### src/rtl/add_serial_seq.sv
// Operand sequencer for the 8-bit serial adder: collects A/B, fires the adder, captures its sum.
// Optional sum self-check enabled by defining ADD_SERIAL_SEQ_CHECK_EN.
module add_serial_seq #(
    parameter int WIDTH       = 8,
    parameter int WAIT_CYCLES = 9
) (
    input  logic             clk,
    input  logic             rst,
    input  logic             in_valid,
    output logic             in_ready,
    input  logic [WIDTH-1:0] in_data,
    output logic [WIDTH-1:0] add_a,
    output logic [WIDTH-1:0] add_b,
    output logic             add_en,
    input  logic [WIDTH-1:0] add_out,
    output logic             res_valid,
    input  logic             res_ready,
    output logic [WIDTH-1:0] res_data,
    output logic [15:0]      op_count,
    output logic             err
);

    localparam int CW = $clog2(WAIT_CYCLES) + 1;
    localparam logic [CW-1:0] WAIT_LOAD = CW'(WAIT_CYCLES - 1);

    typedef enum logic [2:0] {
        S_A,
        S_B,
        S_FIRE,
        S_WAIT,
        S_RESULT
    } state_t;

    state_t           r_state;
    logic             r_in_ready;
    logic [WIDTH-1:0] r_add_a;
    logic [WIDTH-1:0] r_add_b;
    logic             r_add_en;
    logic             r_res_valid;
    logic [WIDTH-1:0] r_res_data;
    logic [15:0]      r_op_count;
    logic [CW-1:0]    r_wait_cnt;

    logic w_in_hs;
    logic w_out_hs;
    logic w_capture;

    assign w_in_hs   = in_valid && r_in_ready;
    assign w_out_hs  = r_res_valid && res_ready;
    assign w_capture = (r_state == S_WAIT) && (r_wait_cnt == '0);

    always_ff @(posedge clk or posedge rst) begin
        if (rst) begin
            r_state     <= S_A;
            r_in_ready  <= 1'b1;
            r_add_a     <= '0;
            r_add_b     <= '0;
            r_add_en    <= 1'b0;
            r_res_valid <= 1'b0;
            r_res_data  <= '0;
            r_op_count  <= '0;
            r_wait_cnt  <= '0;
        end else begin
            case (r_state)
                S_A: begin
                    if (w_in_hs) begin
                        r_add_a <= in_data;
                        r_state <= S_B;
                    end
                end
                S_B: begin
                    if (w_in_hs) begin
                        r_add_b    <= in_data;
                        r_in_ready <= 1'b0;
                        r_add_en   <= 1'b1;
                        r_state    <= S_FIRE;
                    end
                end
                S_FIRE: begin
                    r_add_en   <= 1'b0;
                    r_wait_cnt <= WAIT_LOAD;
                    r_state    <= S_WAIT;
                end
                S_WAIT: begin
                    if (r_wait_cnt == '0) begin
                        r_res_data  <= add_out;
                        r_res_valid <= 1'b1;
                        r_state     <= S_RESULT;
                    end else begin
                        r_wait_cnt <= r_wait_cnt - CW'(1);
                    end
                end
                S_RESULT: begin
                    if (w_out_hs) begin
                        r_res_valid <= 1'b0;
                        r_op_count  <= r_op_count + 16'd1;
                        r_in_ready  <= 1'b1;
                        r_state     <= S_A;
                    end
                end
                default: begin
                    r_state    <= S_A;
                    r_in_ready <= 1'b1;
                end
            endcase
        end
    end

`ifdef ADD_SERIAL_SEQ_CHECK_EN
    logic [WIDTH-1:0] w_ref_sum;
    logic             r_err;

    // operands are frozen during the wait, so the reference is exact at capture
    assign w_ref_sum = r_add_a + r_add_b;

    always_ff @(posedge clk or posedge rst) begin
        if (rst) begin
            r_err <= 1'b0;
        end else if (w_capture && (w_ref_sum != add_out)) begin
            r_err <= 1'b1;
        end
    end

    assign err = r_err;
`else
    logic w_unused;

    assign w_unused = w_capture;
    assign err      = 1'b0;
`endif

    assign in_ready  = r_in_ready;
    assign add_a     = r_add_a;
    assign add_b     = r_add_b;
    assign add_en    = r_add_en;
    assign res_valid = r_res_valid;
    assign res_data  = r_res_data;
    assign op_count  = r_op_count;

endmodule

### config.mk
export PLATFORM = sky130hd
export DESIGN_NAME = add_serial_seq
export DESIGN_NICKNAME = d
export VERILOG_FILES = /design/src/rtl/add_serial_seq.sv
export SDC_FILE = /design/constraint.sdc
export NUM_CORES = 1
export LEC_CHECK = 0
export ABC_AREA = 1
export BUFFER_PORTS_ARGS = -buffer_cell sky130_fd_sc_hd__buf_2
export CAP_MARGIN = 10
export CORE_ASPECT_RATIO = 1.75
export CORE_MARGIN = 1
export CORE_UTILIZATION = 55
export CTS_CLUSTER_DIAMETER = 40
export CTS_CLUSTER_SIZE = 30
export DETAILED_ROUTE_END_ITERATION = 7
export HOLD_SLACK_MARGIN = 0.08
export PLACE_DENSITY = 0.83
export SYNTH_ARGS = -nofsm -noshare
export SYNTH_HDL_FRONTEND = slang
export SYNTH_SLANG_ARGS = --single-unit
### constraint.sdc
create_clock -name clk -period 4.05 [get_ports clk]
set_input_delay 0 -clock clk [delete_from_list [all_inputs] [get_ports clk]]
set_output_delay 0 -clock clk [all_outputs]
set_load 0.05 [all_outputs]
* After elaboration in Yosys (flattened, before gate mapping)
Cells that the tools add are included.
Widths: inputs -> output; s select.
** Word-level totals
- Input port bits :: 20
- Register bits after elaboration :: 51
- Memory bits (writable) :: 0
- Latch bits :: 0
- Bits in read-only memories :: 0
- Memories :: 0
** Operators by class
- Bitwise logic cells :: 1
- $lt $le $gt $ge :: 0
- Add/sub/neg operators :: 2
- Equality and inequality tests :: 9
- Shifts and indexed selects :: 0
- Divide/modulo/power cells :: 0
- Multiplexer cells :: 15
- Reduce and logical (&&, ||, !) cells :: 17
- Multipliers :: 0
** Operator list (count)
- $add 16x1->16 const B :: 1
- $pmux 3 s5 :: 1
- $mux 3 :: 4
- $reduce_and 2->1 :: 6
- $pmux 5 s2 :: 1
- $ne 2x2->1 const B :: 4
- $eq 3x2->1 const B :: 2
- $reduce_and 3->1 :: 2
- $reduce_bool 2->1 :: 3
- $logic_not 5->1 :: 1
- $mux 1 :: 5
- $mux 5 :: 1
- $sub 5x1->5 const B :: 1
- $pmux 1 s2 :: 2
- $reduce_and 4->1 :: 1
- $eq 3x1->1 const B :: 1
- $eq 3x3->1 const B :: 1
- $logic_not 3->1 :: 1
- $pmux 1 s3 :: 1
- $reduce_or 3->1 :: 1
- $logic_and 1x1->1 :: 2
- $ne 2x1->1 const B :: 1
- $not 1->1 :: 1

* Logic depth before layout (Yosys ltp)
Gate-level depths: netlist (run 1).
- Depth after elaboration :: 4
- Depth in mapped cells :: 9
- Mapped depth without buffers :: 9

* Worst setup path before layout (run 1)
OpenSTA, ideal clock, no wires.
- Path type :: register to register
- From :: reg r_op_count[0], in the netlist op_count[0]
- To :: reg r_op_count[10], in the netlist op_count[10]
- Arrival time :: 1.548 ns
- Library setup time :: 0.123 ns
- Cell stages (with the launch flop) :: 8
- Path slack :: 2.380 ns
- Period minus slack after synthesis :: 1.670 ns
- Cells stage by stage :: dfrtp_1 ha_1 nand2_1 nor2_1 nand2_1 nor2_4 nand2_1 xor2_1
** On the way
- Longest elaborated chain between the ends :: 1
** RTL lines
- start: declaration :: RTL line 41 : logic [15:0] r_op_count;
- start signal: assignment :: RTL line 96 : r_op_count <= r_op_count + 16'd1;
- $add 16x1->16 :: RTL line 96
No other way between the ends.
A chain may end at the register's enable or synchronous reset.

* Final worst setup path (run 1)
- From :: reg r_wait_cnt[0]
- To :: reg r_res_data[6], in the netlist res_data[6]
** On the way
- Longest elaborated chain between the ends :: 2
** RTL lines
- start: declaration :: RTL line 42 : logic [CW-1:0] r_wait_cnt;
- start signal: assignment :: RTL line 90 : r_wait_cnt <= r_wait_cnt - CW'(1);
- $logic_not 5->1 :: RTL line 85 : if (r_wait_cnt == '0) begin
- $reduce_and 2->1 (no source line)
- end signal: assignment :: RTL line 86 : r_res_data <= add_out;
- end: declaration :: RTL line 40 : logic [WIDTH-1:0] r_res_data;
No other way between the ends.

==> results of run 1 <==
-- worst paths after layout --
check | startpoint | endpoint | cells after the start
max | r_wait_cnt[0]$_DFFE_PP0P_ | res_data[6]$_DFFE_PP0P_ | 8
min | res_ready | r_state[2]$_DFFE_PP0P_ | 4
max reg2reg | r_wait_cnt[0]$_DFFE_PP0P_ | res_data[6]$_DFFE_PP0P_ | 8
min reg2reg | add_a[7]$_DFFE_PP0P_ | add_a[7]$_DFFE_PP0P_ | 2
max in group asynchronous | rst | op_count[0]$_DFFE_PP0P_ | 3
min in group asynchronous | rst | res_data[4]$_DFFE_PP0P_ | 3
-- area by class of cell --
type | count | area share, %
sequential | 51 | 43.56
multi-input combinational | 179 | 29.95
timing repair buffer | 80 | 16.72
inverter | 32 | 4.096
clock buffer | 7 | 2.602
tap | 48 | 2.048
clock inverter | 1 | 1.024
-- cells by family (layout without fill, tap and decap cells) --
family	count (synthesis)	count (layout)	synth area share, %
simple gates	141	141	27.13
flops	51	51	55.28
buf+inv	36	120	6.713
compound gates	23	23	5.089
xor+xnor	12	12	4.548
fa+ha+maj	2	2	1.083
other cells	1	1	0.1623
-- routing by layer --
metal	up-vias	global-route usage, %
met2	61	48.21
met1	951	26.98
li1	993	-
met3	16	5.903
met5	-	0
met4	0	12.63
-- cell usage in the layout (no fill, tap or decap), drive strengths merged --
cell         instances
buf                 62
dfrtp               50
ha                   2
conb                 1
clkbuf               7
bufinv               1
dlygate4sd3         18
nand2               98
xnor2                3
o21ai               20
nand4                5
xor2                 9
nor3                 2
a21oi                1
nand3               18
dfstp                1
o22ai                2
inv                 32
nor2                18
-- metrics by stage --
step                      power (µW)  std cells
after global placement          1775        372
final                           2176        398
after floorplan                 1579        266
after detailed placement        1808        372
after global routing            2300        398
after CTS                       2169        398
-- report_power, final --
part           switching, µW  internal [µW]  total [µW]
clock network            162            185         347
registers                115            680         795
logic                    786            247        1030
-- worst register-to-register path: stages, from the launching register on --
cell,delay (ps)
sky130_fd_sc_hd__dfrtp_1,400
sky130_fd_sc_hd__inv_1,80
sky130_fd_sc_hd__ha_1,190
sky130_fd_sc_hd__nand2_1,90
sky130_fd_sc_hd__nor2_1,150
sky130_fd_sc_hd__nand3_2,240
sky130_fd_sc_hd__inv_2,210
sky130_fd_sc_hd__nand2_1,90
sky130_fd_sc_hd__nand2_1,60
-- flip-flops by register name (all words and copies together) (netlist names) --
name	flops
add_a	8
add_b	8
add_en	1
in_ready	1
op_count	16
r_state	3
r_wait_cnt	5
res_data	8
res_valid	1
-- timing repair --
item                      CTS  global route
gates resized for setup     0             0
hold buffers               18             0
buffers inserted            0             0
hold endpoints to repair   75             0
==> qor.json, run 1 <==
{
  "ys_types": 26,
  "p_leak_uw": 0.001602,
  "cts_inserted_buffers": 5,
  "synth.cells.most_frequent": "96 x sky130_fd_sc_hd__nand2_1, 50 x sky130_fd_sc_hd__dfrtp_1, 29 x sky130_fd_sc_hd__inv_1, 17 x sky130_fd_sc_hd__o21ai_0, 14 x sky130_fd_sc_hd__nand3_1",
  "synth_flop_cell": "sky130_fd_sc_hd__dfrtp_1",
  "clock_tree.htree_level_count": 2,
  "slowest_cp_cell": "sky130_fd_sc_hd__dfrtp_1",
  "dpl_cell_area_mm2": 0.002646,
  "syn_nets": 288,
  "hold-worst-slack_ps": 90.85,
  "multi_input_area_um2": 878.3,
  "design.portCount": 64,
  "finish.net_count": 371,
  "kind_of_cell_with_the_highest_combined_delay_on_the_critical_path": "simple AND/OR/NAND/NOR gates",
  "wire_per_inst_um": 13.18,
  "power_density_of_the_placed_cells_mw_per_mm2": 742.0,
  "floorplan.die.width_um": 51,
  "cts-root-to-sink-buffers": 2,
  "netlist_instances": 266,
  "cts_num_sinks": 51,
  "setup-tns-final_ps": 0,
  "fill_cells": 312,
  "worstSkewPairLatency_ps": 300,
  "vdd_drop_max_uv": 545.0,
  "total_routing_usage_gr_pct": 26.14,
  "run_status": "complete, no violations",
  "routed_wirelength_mm": 5.245,
  "post_synth_instance_area_mm2": 0.002311,
  "final_core_utilization_pct": 74.41,
  "timing.final.setup_violations": 0,
  "critPathKind": "flip-flop to flip-flop",
  "max_capacitance_violation_count": 0,
  "post-synth-top-count-cell": "sky130_fd_sc_hd__nand2_1",
  "ys_seq_elements": 51,
  "drtAntennaViolNets": 0,
  "num_antenna_cells": 0,
  "ctsRootBufferMaster": "sky130_fd_sc_hd__clkbuf_8",
  "netlist.top_cell.by_area": "sky130_fd_sc_hd__dfrtp_1",
  "vias_in_the_first_global_route": 1977,
  "vias": 2021,
  "antenna_found_initial": 0,
  "routedLengthMet1_mm": 1.976,
  "worst-r2r-setup-slack_ps": 2480,
  "ys_async_sr_fraction_pct": 100.0,
  "post-synth-top-area-fraction_pct": 54.14,
  "top_layer": "met4",
  "min_path_type": "input pin to flip-flop",
  "layout.area.seq_mm2": 0.001277,
  "timing.slew.headroom_pct": 32.58,
  "placementRows": 30,
  "gpl.final_weighted_congestion": 0.8269,
  "drive_gt1_share_pct": 24.29,
  "crit_fanout": 11,
  "die_height_um": 87.75,
  "average_vias_per_placed_instance": 5.078,
  "timing.fmax_mhz": 638.3,
  "detailedPlacementHpwl_mm": 3.543,
  "grt_first_pass_wirelength_mm": 8.652,
  "finalHoldViolations": 0,
  "synth-edff-count": 0,
  "sort_of_element_at_the_end_of_the_critical_path": "flip-flop",
  "critPathRequiredTime_ps": 4300,
  "post_detailed_route_drc_marker_count": 0,
  "final_area_mm2": 0.002933,
  "core_mm2": 0.003941,
  "dp_slack_ps": 2555,
  "timing.critical_path.cells": "inv_1 -> ha_1 -> nand2_1 -> nor2_1 -> nand3_2 -> inv_2 -> nand2_1 -> nand2_1",
  "dr_wl_met2_mm": 2.900,
  "worst-slew-pin-transition_ps": 1010,
  "grt_max_degree": 52,
  "drt_first_iter_violations": 71,
  "report.final.slew_viol_count": 0,
  "clkTransAtPathRegs_ps": 90,
  "fp.dieArea_mm2": 0.004475,
  "rsz0062_at_grt": "false",
  "synth.yosys.warnings": 0,
  "globalRoute.totalOverflow": 0,
  "startpoint_type": "flip-flop",
  "buffer_ports.inserted": 62,
  "syn-mean-instance-area_um2": 8.688,
  "yosysSeqAreaShare_pct": 55.28,
  "cts_tree": "done",
  "critPathArrivalTime_ps": 1820,
  "top_post_synthesis_cells_by_area": "sky130_fd_sc_hd__dfrtp_1 54%, sky130_fd_sc_hd__nand2_1 16%, sky130_fd_sc_hd__inv_1 4.7%, sky130_fd_sc_hd__o21ai_0 3.7%, sky130_fd_sc_hd__xor2_1 3.4%",
  "drt-pass1-iter-count": 4,
  "worst_slack_ps": 2483,
  "timing.final.crit_period_ps": 1567,
  "critPathMaxStageDelay_ps": 400,
  "timing.critical_path.mode_cell": "sky130_fd_sc_hd__nand2_1",
  "area.growth.synth_to_final_pct": 26.91,
  "wl_met3_um": 203,
  "finalClockSkew_ps": 6.981,
  "path_buf_inv": 2,
  "fin_crit_sh_pct": 38.68,
  "initial_core_util_pct": 58.63
}
(Power assumes the default switching activity.)
==> run 2, diff against run 1 <==
--- a/config.mk
+++ b/config.mk
@@ -10,12 +10,12 @@
 export CAP_MARGIN = 10
 export CORE_ASPECT_RATIO = 1.75
 export CORE_MARGIN = 1
-export CORE_UTILIZATION = 55
+export CORE_UTILIZATION = 52
 export CTS_CLUSTER_DIAMETER = 40
 export CTS_CLUSTER_SIZE = 30
 export DETAILED_ROUTE_END_ITERATION = 7
 export HOLD_SLACK_MARGIN = 0.08
-export PLACE_DENSITY = 0.83
+export PLACE_DENSITY = 0.79
 export SYNTH_ARGS = -nofsm -noshare
 export SYNTH_HDL_FRONTEND = slang
 export SYNTH_SLANG_ARGS = --single-unit
==> constraint.sdc (replaced) <==
create_clock -name clk -period 1.5 [get_ports clk]
set_input_delay 0 -clock clk [delete_from_list [all_inputs] [get_ports clk]]
set_output_delay 0 -clock clk [all_outputs]
set_load 0.05 [all_outputs]
==> qor.json, run 2 (synthesis results as in run 1) <==
{
  "run_status": {"value": "complete, no violations", "change": "unchanged"},
  "hold_ep": {"value": "r_state[2]$_DFFE_PP0P_", "change": "unchanged"},
  "finalHoldViolations": {"value": 0, "change": "unchanged"},
  "average_vias_per_placed_instance": {"value": 4.990, "change": "was 5.078"},
  "post_detailed_route_drc_marker_count": {"value": 0, "change": "unchanged"},
  "regToRegStartpoint": {"value": "r_wait_cnt[0]$_DFFE_PP0P_", "change": "unchanged"},
  "cell_internal_pwr": {"value": 3210, "unit": "µW", "change": "was 1112 µW"},
  "ctsRootBufferMaster": {"value": "sky130_fd_sc_hd__clkbuf_8", "change": "unchanged"},
  "sort_of_element_at_the_end_of_the_critical_path": {"value": "flip-flop", "change": "unchanged"},
  "grt_first_pass_wirelength": {"value": 8.390, "unit": "mm", "change": "was 8.652 mm"},
  "clock_tree.htree_level_count": {"value": 2, "change": "unchanged"},
  "cts_post_setup_buffers_inserted": {"value": 0, "change": "unchanged"},
  "min_path_type": {"value": "input pin to flip-flop", "change": "unchanged"},
  "routed_wirelength": {"value": 5.117, "unit": "mm", "change": "was 5.245 mm"},
  "timing.critical_path.cells": {"value": "inv_1 -> ha_1 -> nand2_1 -> nor2_4 -> nand2_1 -> nand2_4 -> nand2_2 -> nand2_1 -> nand2_1", "change": "was inv_1 -> ha_1 -> nand2_1 -> nor2_1 -> nand3_2 -> inv_2 -> nand2_1 -> nand2_1"},
  "kind_of_cell_with_the_highest_combined_delay_on_the_critical_path": {"value": "simple AND/OR/NAND/NOR gates", "change": "unchanged"},
  "vias_in_the_first_global_route": {"value": 1974, "change": "was 1,977"},
  "critPathKind": {"value": "flip-flop to flip-flop", "change": "unchanged"},
  "final-instance-count-excl-fill": {"value": 401, "change": "was 398"},
  "worst-r2r-setup-slack": {"value": 100, "unit": "ps", "change": "was 2480 ps"},
  "critPathLaunch": {"value": "r_wait_cnt[0]$_DFFE_PP0P_", "change": "unchanged"},
  "total_routing_usage_gr": {"value": 23.51, "unit": "%", "change": "was 26.14%"},
  "clkTransAtPathRegs": {"value": 100, "unit": "ps", "change": "was 90 ps"},
  "max_capacitance_violation_count": {"value": 0, "change": "unchanged"},
  "drive_gt1_share": {"value": 26.14, "unit": "%", "change": "was 24.29%"},
  "p_comb_share": {"value": 46.3, "unit": "%", "change": "was 47.5%"},
  "p_seq_share": {"value": 35.5, "unit": "%", "change": "was 36.5%"},
  "timing.fmax": {"value": 713.0, "unit": "MHz", "change": "was 638.3 MHz"},
  "cts_num_sinks": {"value": 51, "change": "unchanged"},
  "detailedPlacementHpwl": {"value": 3.572, "unit": "mm", "change": "was 3.543 mm"},
  "report.final.slew_viol_count": {"value": 0, "change": "unchanged"},
  "drt-pass1-iter-count": {"value": 6, "change": "was 4"},
  "vdd_drop_max": {"value": 1593, "unit": "µV", "change": "was 545.0 µV"},
  "drtAntennaViolNets": {"value": 0, "change": "unchanged"},
  "num_antenna_cells": {"value": 0, "change": "unchanged"},
  "die_height": {"value": 90.19, "unit": "µm", "change": "was 87.75 µm"},
  "drt_first_iter_violations": {"value": 42, "change": "was 71"},
  "cts-root-to-sink-buffers": {"value": 2, "change": "unchanged"},
  "setup-tns-final": {"value": 0, "unit": "ps", "change": "unchanged"},
  "worst_hold_path.num_cells": {"value": 4, "change": "unchanged"},
  "power_density_of_the_placed_cells": {"value": 2016, "unit": "mW/mm²", "change": "was 742.0 mW/mm²"},
  "design.portCount": {"value": 64, "change": "unchanged"},
  "area.growth.synth_to_final": {"value": 31.02, "unit": "%", "change": "was 26.91%"},
  "placedCellCount": {"value": 375, "change": "was 372"},
  "layout.cells.most_common_list": {"value": "96 x sky130_fd_sc_hd__nand2_1, 62 x sky130_fd_sc_hd__buf_2, 48 x sky130_fd_sc_hd__dfrtp_1, 28 x sky130_fd_sc_hd__inv_1, 18 x sky130_fd_sc_hd__dlygate4sd3_1", "change": "was 96 x sky130_fd_sc_hd__nand2_1, 62 x sky130_fd_sc_hd__buf_2, 50 x sky130_fd_sc_hd__dfrtp_1, 28 x sky130_fd_sc_hd__inv_1, 18 x sky130_fd_sc_hd__dlygate4sd3_1"},
  "placementRows": {"value": 31, "change": "was 30"},
  "vias": {"value": 2001, "change": "was 2,021"},
  "antenna_found_initial": {"value": 0, "change": "unchanged"},
  "switching_share": {"value": 47.42, "unit": "%", "change": "was 48.89%"},
  "finish.net_count": {"value": 373, "change": "was 371"},
  "power.share.clock": {"value": 18.2, "unit": "%", "change": "was 16.0%"},
  "layout_commonest_cell": {"value": "sky130_fd_sc_hd__nand2_1", "change": "unchanged"},
  "timing.final.crit_period": {"value": 1402, "unit": "ps", "change": "was 1567 ps"},
  "crit_fanout": {"value": 8, "change": "was 11"},
  "worst_r2r_path_depth": {"value": 9, "change": "was 8"},
  "timing.critical_path.mode_cell": {"value": "sky130_fd_sc_hd__nand2_1", "change": "unchanged"},
  "power": {"value": 6105, "unit": "µW", "change": "was 2176 µW"},
  "startpoint_type": {"value": "flip-flop", "change": "unchanged"},
  "fin_crit_sh": {"value": 93.50, "unit": "%", "change": "was 38.68%"},
  "timing.final.setup_violations": {"value": 0, "change": "unchanged"},
  "wire_per_inst": {"value": 12.76, "unit": "µm", "change": "was 13.18 µm"},
  "number_of_flip_flops_in_the_largest_register": {"value": 16, "change": "unchanged"},
  "core": {"value": 0.004189, "unit": "mm²", "change": "was 0.003941 mm²"},
  "critPathMaxStageDelay": {"value": 400, "unit": "ps", "change": "about the same"},
  "cts_tree": {"value": "done", "change": "unchanged"},
  "initial_core_util": {"value": 55.17, "unit": "%", "change": "was 58.63%"},
  "worstSkewPairLatency": {"value": 310, "unit": "ps", "change": "was 300 ps"},
  "buffer_ports.inserted": {"value": 62, "change": "unchanged"},
  "critPathRequiredTime": {"value": 1700, "unit": "ps", "change": "was 4300 ps"},
  "cts_inserted_buffers": {"value": 5, "change": "unchanged"},
  "finalClockSkew": {"value": 11.40, "unit": "ps", "change": "was 6.981 ps"},
  "hold_start": {"value": "res_ready", "change": "unchanged"},
  "globalRoute.totalOverflow": {"value": 0, "change": "unchanged"},
  "path_buf_inv": {"value": 1, "change": "was 2"},
  "fp.dieArea": {"value": 0.004726, "unit": "mm²", "change": "was 0.004475 mm²"},
  "power.switching": {"value": 2895, "unit": "µW", "change": "was 1064 µW"},
  "floorplan.die.width": {"value": 52.40, "unit": "µm", "change": "was 51 µm"},
  "gpl.final_weighted_congestion": {"value": 0.8315, "change": "was 0.8269"},
  "grt_max_degree": {"value": 33, "change": "was 52"},
  "hold-worst-slack": {"value": 93.23, "unit": "ps", "change": "was 90.85 ps"},
  "regToRegEndpoint": {"value": "r_wait_cnt[3]$_DFFE_PP0P_", "change": "was res_data[6]$_DFFE_PP0P_"},
  "critPathArrivalTime": {"value": 1600, "unit": "ps", "change": "was 1820 ps"},
  "slowest_cp_cell": {"value": "sky130_fd_sc_hd__dfrtp_1", "change": "unchanged"},
  "p_leak": {"value": 0.001630, "unit": "µW", "change": "was 0.001602 µW"}
}
==> run 2: cell type report <==
class	count	area, µm²
clock inverter	2	60.06
multi-input combinational	179	915.9
sequential	51	1280
fill	334	1161
tap	49	61.31
timing repair buffer	82	518.0
clock buffer	6	72.57
inverter	32	120.1
==> run 2: what timing repair did <==
| action | CTS | global route |
|---|---|---|
| hold buffers | 18 | 0 |
| hold endpoints to repair | 47 | 0 |
| setup endpoints to repair | 0 | 18 |
| gates resized for setup | 0 | 7 |
==> run 2: power by group through the flow <==
stage / Combinational (µW) / Clock [µW] / Sequential [µW]
4_1_cts: 2760 / 1120 / 2150
6_report: 2830 / 1110 / 2170
2_1_floorplan: 821 / 0 / 3450
3_5_place_dp: 2720 / 0 / 2160
3_3_place_gp: 2670 / 0 / 2160
5_1_grt: 3040 / 1170 / 2220
==> run 2: metrics by stage <==
| stage | util [%] | cell area (µm²) | setup WS (ps) |
|---|---|---|---|
| after CTS | 71.39 | 2990 | 1.800 |
| after floorplan | - | 2313 | 3.459 |
| final | 72.28 | 3028 | 97.53 |
| after global routing | 72.28 | 3028 | -7.201 |
| after global placement | 63.92 | 2678 | 101.3 |
| after detailed placement | 63.92 | 2678 | 42.90 |
==> run 2: how the worst max path moves through the flow <==
stage / depth (start not counted) / end
detailed placement: 8 / res_data[5]$_DFFE_PP0P_
global route: 8 / r_wait_cnt[2]$_DFFE_PP0P_
CTS: 8 / res_data[5]$_DFFE_PP0P_
global placement: 8 / res_data[1]$_DFFE_PP0P_
floorplan: 7 / op_count[10]$_DFFE_PP0P_
finish: 9 / r_wait_cnt[3]$_DFFE_PP0P_
==> run 2: per-layer routing <==
| metal | track usage (%) | wire (µm) | vias up |
|---|---|---|---|
| li1 | - | - | 996 |
| met2 | 44.94 | 2902 | 56 |
| met4 | 8.991 | 94 | 0 |
| met1 | 23.11 | 1941 | 940 |
| met5 | 0 | 0 | - |
| met3 | 4.061 | 179 | 9 |
==> run 2: tightest hold or removal path, cell delays in order <==
cell                      delay [ps]
sky130_fd_sc_hd__buf_2            80
sky130_fd_sc_hd__nand2_1          60
sky130_fd_sc_hd__nand3_1         150
sky130_fd_sc_hd__nand2_1          70
